`config.mk`:
```
export PLATFORM = sky130hd
export DESIGN_NAME = triple_loader
export DESIGN_NICKNAME = d
export VERILOG_FILES = /design/src/rtl/triple_loader.sv
export SDC_FILE = /design/constraint.sdc
export NUM_CORES = 1
export LEC_CHECK = 0
export CAP_MARGIN = 20
export CORE_MARGIN = 2
export CORE_UTILIZATION = 40
export DETAILED_ROUTE_END_ITERATION = 6
export PLACE_DENSITY = 0.65
export SKIP_LAST_GASP = 1
export SYNTH_ARGS = -nofsm -noshare
export SYNTH_HDL_FRONTEND = slang
export SYNTH_SLANG_ARGS = --single-unit
export TNS_END_PERCENT = 30
```
`constraint.sdc`:
```
create_clock -name clk -period 3.8 [get_ports clk]
set_clock_uncertainty 0.05 [all_clocks]
set_input_delay 0.76 -clock clk [delete_from_list [all_inputs] [get_ports clk]]
set_output_delay 0.76 -clock clk [all_outputs]
set_load 0.01 [all_outputs]
```
`src/rtl/triple_loader.sv`:
```
// Collects a serial operand stream into (a, b, c) triples for a largest-of-three stage.
// A full triple is held stable until it is consumed; flush drops a partial triple only.
module triple_loader #(
    parameter int WIDTH = 8
) (
    input  logic             clk,
    input  logic             rst,
    input  logic             in_valid,
    input  logic [WIDTH-1:0] in_data,
    output logic             in_ready,
    input  logic             flush,
    output logic             out_valid,
    input  logic             out_ready,
    output logic [WIDTH-1:0] a,
    output logic [WIDTH-1:0] b,
    output logic [WIDTH-1:0] c,
    output logic [15:0]      triple_count,
    output logic             partial_drop
);

    typedef enum logic [1:0] {
        FILL0 = 2'd0,
        FILL1 = 2'd1,
        FILL2 = 2'd2,
        HOLD  = 2'd3
    } state_t;

    state_t           state_q, state_d;
    logic [WIDTH-1:0] a_q, a_d;
    logic [WIDTH-1:0] b_q, b_d;
    logic [WIDTH-1:0] c_q, c_d;
    logic             out_valid_q, out_valid_d;
    logic [15:0]      triple_count_q, triple_count_d;
    logic             partial_drop_q, partial_drop_d;

    // Flush masks acceptance in the FILL states; in HOLD only downstream consumption frees a slot.
    assign in_ready = (state_q == HOLD) ? out_ready : ~flush;

    always_comb begin
        // NOTE: every variable gets a default here so no path leaves it unassigned, which would infer a latch.
        state_d        = state_q;
        a_d            = a_q;
        b_d            = b_q;
        c_d            = c_q;
        triple_count_d = triple_count_q;
        partial_drop_d = 1'b0;

        unique case (state_q)
            FILL0: begin
                if (!flush && in_valid) begin
                    a_d     = in_data;
                    state_d = FILL1;
                end
            end
            FILL1: begin
                if (flush) begin
                    state_d        = FILL0;
                    partial_drop_d = 1'b1;
                end else if (in_valid) begin
                    b_d     = in_data;
                    state_d = FILL2;
                end
            end
            FILL2: begin
                if (flush) begin
                    state_d        = FILL0;
                    partial_drop_d = 1'b1;
                end else if (in_valid) begin
                    c_d     = in_data;
                    state_d = HOLD;
                end
            end
            HOLD: begin
                if (out_ready) begin
                    if (triple_count_q != 16'hFFFF) begin
                        triple_count_d = triple_count_q + 16'd1;
                    end
                    // A byte offered on the consume edge starts the next triple with no bubble.
                    if (in_valid) begin
                        a_d     = in_data;
                        state_d = FILL1;
                    end else begin
                        state_d = FILL0;
                    end
                end
            end
            default: state_d = FILL0;
        endcase

        out_valid_d = (state_d == HOLD);
    end

    always_ff @(posedge clk or posedge rst) begin
        if (rst) begin
            state_q        <= FILL0;
            a_q            <= '0;
            b_q            <= '0;
            c_q            <= '0;
            out_valid_q    <= 1'b0;
            triple_count_q <= '0;
            partial_drop_q <= 1'b0;
        end else begin
            // NOTE: non-blocking assignments so every flop samples the pre-edge values of the others.
            state_q        <= state_d;
            a_q            <= a_d;
            b_q            <= b_d;
            c_q            <= c_d;
            out_valid_q    <= out_valid_d;
            triple_count_q <= triple_count_d;
            partial_drop_q <= partial_drop_d;
        end
    end

    assign a            = a_q;
    assign b            = b_q;
    assign c            = c_q;
    assign out_valid    = out_valid_q;
    assign triple_count = triple_count_q;
    assign partial_drop = partial_drop_q;

endmodule

```
# Yosys cells after proc, flatten, opt, wreduce, memory -nomap -nowiden
# Index checks and enable logic that the tools add are counted.
[totals]
regBits = 44
output_inout_bits = 43
inputBits = 13
elab_cells = 41
[op_classes]
bitwise_logic = 1
n_reduce_logical = 9
n_mux = 15
addsub = 1
n_eq_ne = 8
[op_table]
columns = ["cell", "count"]
rows = [
  ["2-to-1 mux 8 bit", 3],
  ["adder 16 x 1 -> 16 bit (second input constant)", 1],
  ["inequality test 16 bit (second input constant)", 1],
  ["case mux 8 bit (2 select lines)", 1],
  ["2-to-1 mux 2 bit", 6],
  ["AND reduction 3 bit", 3],
  ["case mux 2 bit (4 select lines)", 1],
  ["equality test 2 bit (second input constant)", 3],
  ["inequality test 2 bit (second input constant)", 3],
  ["2-to-1 mux 1 bit", 4],
  ["AND reduction 4 bit", 1],
  ["equality test 2 x 1 -> 1 bit (second input constant)", 1],
  ["zero test 2 bit", 1],
  ["nonzero test 2 bit", 1],
  ["OR reduction 2 bit", 1],
  ["logical AND 1 bit", 1],
  ["zero test 1 bit", 1],
  ["NOT 1 bit", 1],
]

# Depth between registers and ports, before layout
[logic_depth]
word_depth = 5
depth_mapped = 7

# Worst setup path before layout
# OpenSTA, ideal clock, no wires.
[synth_path]
kind = "input to output"
startpoint = "input flush"
endpoint = "output in_ready"
path_slack_ps = 1948
cell_stages = 1
arrival_time_ps = 1042
path_cell_list = "o21ai_0"
[synth_via]
elab_chain_cells = 2
[synth_rtl]
columns = ["element", "line", "text"]
rows = [
  ["start, declared", "11", "input logic flush,"],
  ["NOT 1 bit (no line)", "n/a", ""],
  ["2-to-1 mux 1 bit", "37", "assign in_ready = (state_q == HOLD) ? out_ready : ~flush;"],
  ["end, declared", "10", "output logic in_ready,"],
]
# Every way passes these cells.

# Final worst setup path
[layout_path]
startpoint = "input out_ready"
endpoint = "output in_ready"
[layout_via]
elab_chain_cells = 1
[layout_rtl]
columns = ["element", "line", "text"]
rows = [
  ["start, declared", "13", "input logic out_ready,"],
  ["2-to-1 mux 1 bit", "37", ""],
]
# Every way passes these cells.

==> reports/qor.csv <==
stage,metric,value,unit
layout,final_cell_area,0.002805,sq mm
yosys,yosys.area.top_type,dfrtp_1,
timing,fmax,343.1,MHz
placement,globalplace.congestion,0.8856,
pwr,total_power,1.932,mW
pwr,peakVddDrop,0.3052,mV
drt,drtIter0Drc,64,
floorplanning,initial_core_util,42.31,%
worst_setup_path,reg2reg_depth,4,
floorplanning,num_rows,25,
flow_run,maxCapViolCount,0,
timing,relSlewSlack,60.60,%
placement,dp_hpwl,3185,um
worst_setup_path,crit_chain,"clkdlybuf4s50_1, nand2_1, o21ai_0, clkdlybuf4s50_1",
timing,hold_viol,0,
min_path,hold_path_depth,1,
clocking,h-tree-depth,2,
yosys,synth_edf_count,0,
worst_setup_path,critPathTopFamily,buffers and inverters,
yosys,ys_ff_latch,44,
clocking,cts-root-buf,clkbuf_8,
pwr,power_density,688.6,mW/mm^2
drt,dr.pass1.iters,4,
min_path,hp-start,b[2],
timing,period_needed,2.914,ns
clocking,cts.repair.resized,0,
clocking,clock_latency,0.29,ns
global_route,first_global_vias,1471,
yosys,synth_cells,159,
floorplanning,core,0.004817,sq mm
clocking,cts_tree,built,
yosys,ys.flop_type,dfrtp_1,
timing,finalSetupViolCount,0,
yosys,avgSynthCellArea,12.82,sq um
yosys,synth-seq-area-share,54.02,%
clocking,path_clk_slew,0.08,ns
yosys,synth_top_area_share,54.02,%
layout,final_core_util,58.23,%
global_route,antenna_found_initial,0,
worst_setup_path,critPathCaptureType,output port,
yosys,async_reset_ff_share,100.0,%
layout,syn2layout_area_growth,37.63,%
floorplanning,num_io_pins,56,
placement,placed_area,0.002676,sq mm
timing,period_share,76.69,%
timing,rsz0062_at_grt,false,
floorplanning,die-area,0.005682,sq mm
clocking,cts_hold_buffers,0,
drt,drc_errors,0,
global_route,grt_pass1_wl,6872,um
layout,layout-drive-gt1-share,19.46,%
drt,drtAntennaViolNets,0,
worst_setup_path,critPathArrivalTime,2.10,ns
floorplanning,die_w,75.38,um
global_route,globalRoute.totalOverflow,0,
timing,worst_pin_slew,0.5910,ns
timing,maxSlewViolCount,0,
yosys,synth_nets,178,
drt,vias,1485,
outcome,status,"complete, no violations",
clocking,cts_buffers,5,
drt,drt-vias-per-instance,5.156,
worst_setup_path,worstSetupPathType,input pin to output port,
global_route,grt.total_usage,15.90,%
clocking,cts.path.max_buffers,2,
worst_setup_path,worst-path-buf-inv,2,
drt,avgRoutedWirePerCell,15.03,um
worst_setup_path,r2r_start,state_q[1],
worst_setup_path,r2r_setup_slack,1.79,ns
worst_setup_path,rr_endpoint,triple_count[13],
yosys,ys_warn_count,0,
yosys,synth_common_cells,"dfrtp_1, mux2_2, nand4_1",
timing,setup-tns-final,0,ns
clocking,cts_setup_buffers,0,
drt,drt-total-wl,4328,um
layout,diodes,0,
layout,nets,240,
min_path,hold_class,flip-flop to flip-flop,
worst_setup_path,critPathSlowestCell,clkdlybuf4s50_1,
worst_setup_path,worstPathMaxFanout,7,
worst_setup_path,path_depth,4,
clocking,cts.sinks,44,
yosys,synth_most_common_cell,dfrtp_1,
yosys,ys_types,35,
worst_setup_path,crit_required,2.99,ns
worst_setup_path,cpPeakStageDelay,0.61,ns
worst_setup_path,crit_path_start_kind,input pin,
floorplanning,die_h,75.38,um
global_route,grt_max_degree,45,
pwr,p_leak,1.164,nW
yosys,synthTopCellsByArea,"dfrtp_1, mux2_2, ha_1",
worst_setup_path,crit_top_cell,clkdlybuf4s50_1,
yosys,syn-cell-area,0.002038,sq mm
min_path,whs_endpoint,b[2],
placement,io_buffers,55,
[flip-flops by register name, indices dropped and copies added (netlist names)]
signal,count
triple_count,16
a,8
out_valid,1
c,8
state_q,2
partial_drop,1
b,8
[cells by family (layout without fill, tap and decap cells)]
family	count (synthesis)	count (layout)	share of synthesized area, %
buffers and inverters	8	70	1.473
xor gates and xnor gates	8	8	3.438
adders and majority gates	6	6	3.683
AOI/OAI and AO/OA	20	20	8.165
and+or+nand+nor	45	45	13.75
DFF	44	44	54.02
muxes	28	28	15.47
[metal layers]
layer  up-vias  wire length [um]  track usage, %  part of all wire (%)
met5         -                 0               0                     0
met4         0                88           6.628                   2.0
met3         9               268           3.439                   6.2
met2        56              2128           27.73                    49
met1       717              1842           19.00                    43
li1        703                 -               -                     -
[placed cells by master, fill, tap and decap left out, types with 3 or more instances in the layout]
cell	synthesis	final
a21oi_1	4	4
and2_1	4	4
clkbuf_8	0	5
clkdlybuf4s50_1	0	55
dfrtp_1	44	44
ha_1	6	6
inv_1	7	7
mux2_2	26	26
nand2_1	7	7
nand3_1	5	5
nand4_1	8	8
nor2_1	7	7
o21a_1	3	3
o21ai_0	4	4
xnor2_1	7	7
[worst max-delay path by stage]
stage | from | end | slack [ns]
final | out_ready | in_ready | 0.89
after global routing | out_ready | in_ready | 0.80
after CTS | out_ready | in_ready | 0.88
after detailed placement | out_ready | in_ready | 0.89
after global placement | out_ready | in_ready | 0.92
after floorplan | flush | in_ready | 1.95
[report_power, final]
part / total, mW / switching (mW) / internal [mW]
registers: 0.744 / 0.108 / 0.637
clock network: 0.407 / 0.148 / 0.259
logic: 0.780 / 0.307 / 0.473
[stage by stage]
step	worst slack, ns	cells	hold slack (ns)
finish	0.8857	288	0.4605
global route	0.7963	288	0.4842
CTS	0.8816	288	0.4659
detailed placement	0.8875	281	0.4472
global placement	0.9218	281	0.4366
floorplan	1.948	159	0.4928
[final cells by class]
cell class	instances	area, sq um
tap	67	83.83
clock inverter	2	60.06
inverter	7	26.28
timing repair buffer	56	558.0
sequential	44	1101
multi-input combinational	107	907.1
clock buffer	5	68.82
fill	403	2012
(Power assumes the default switching activity.)
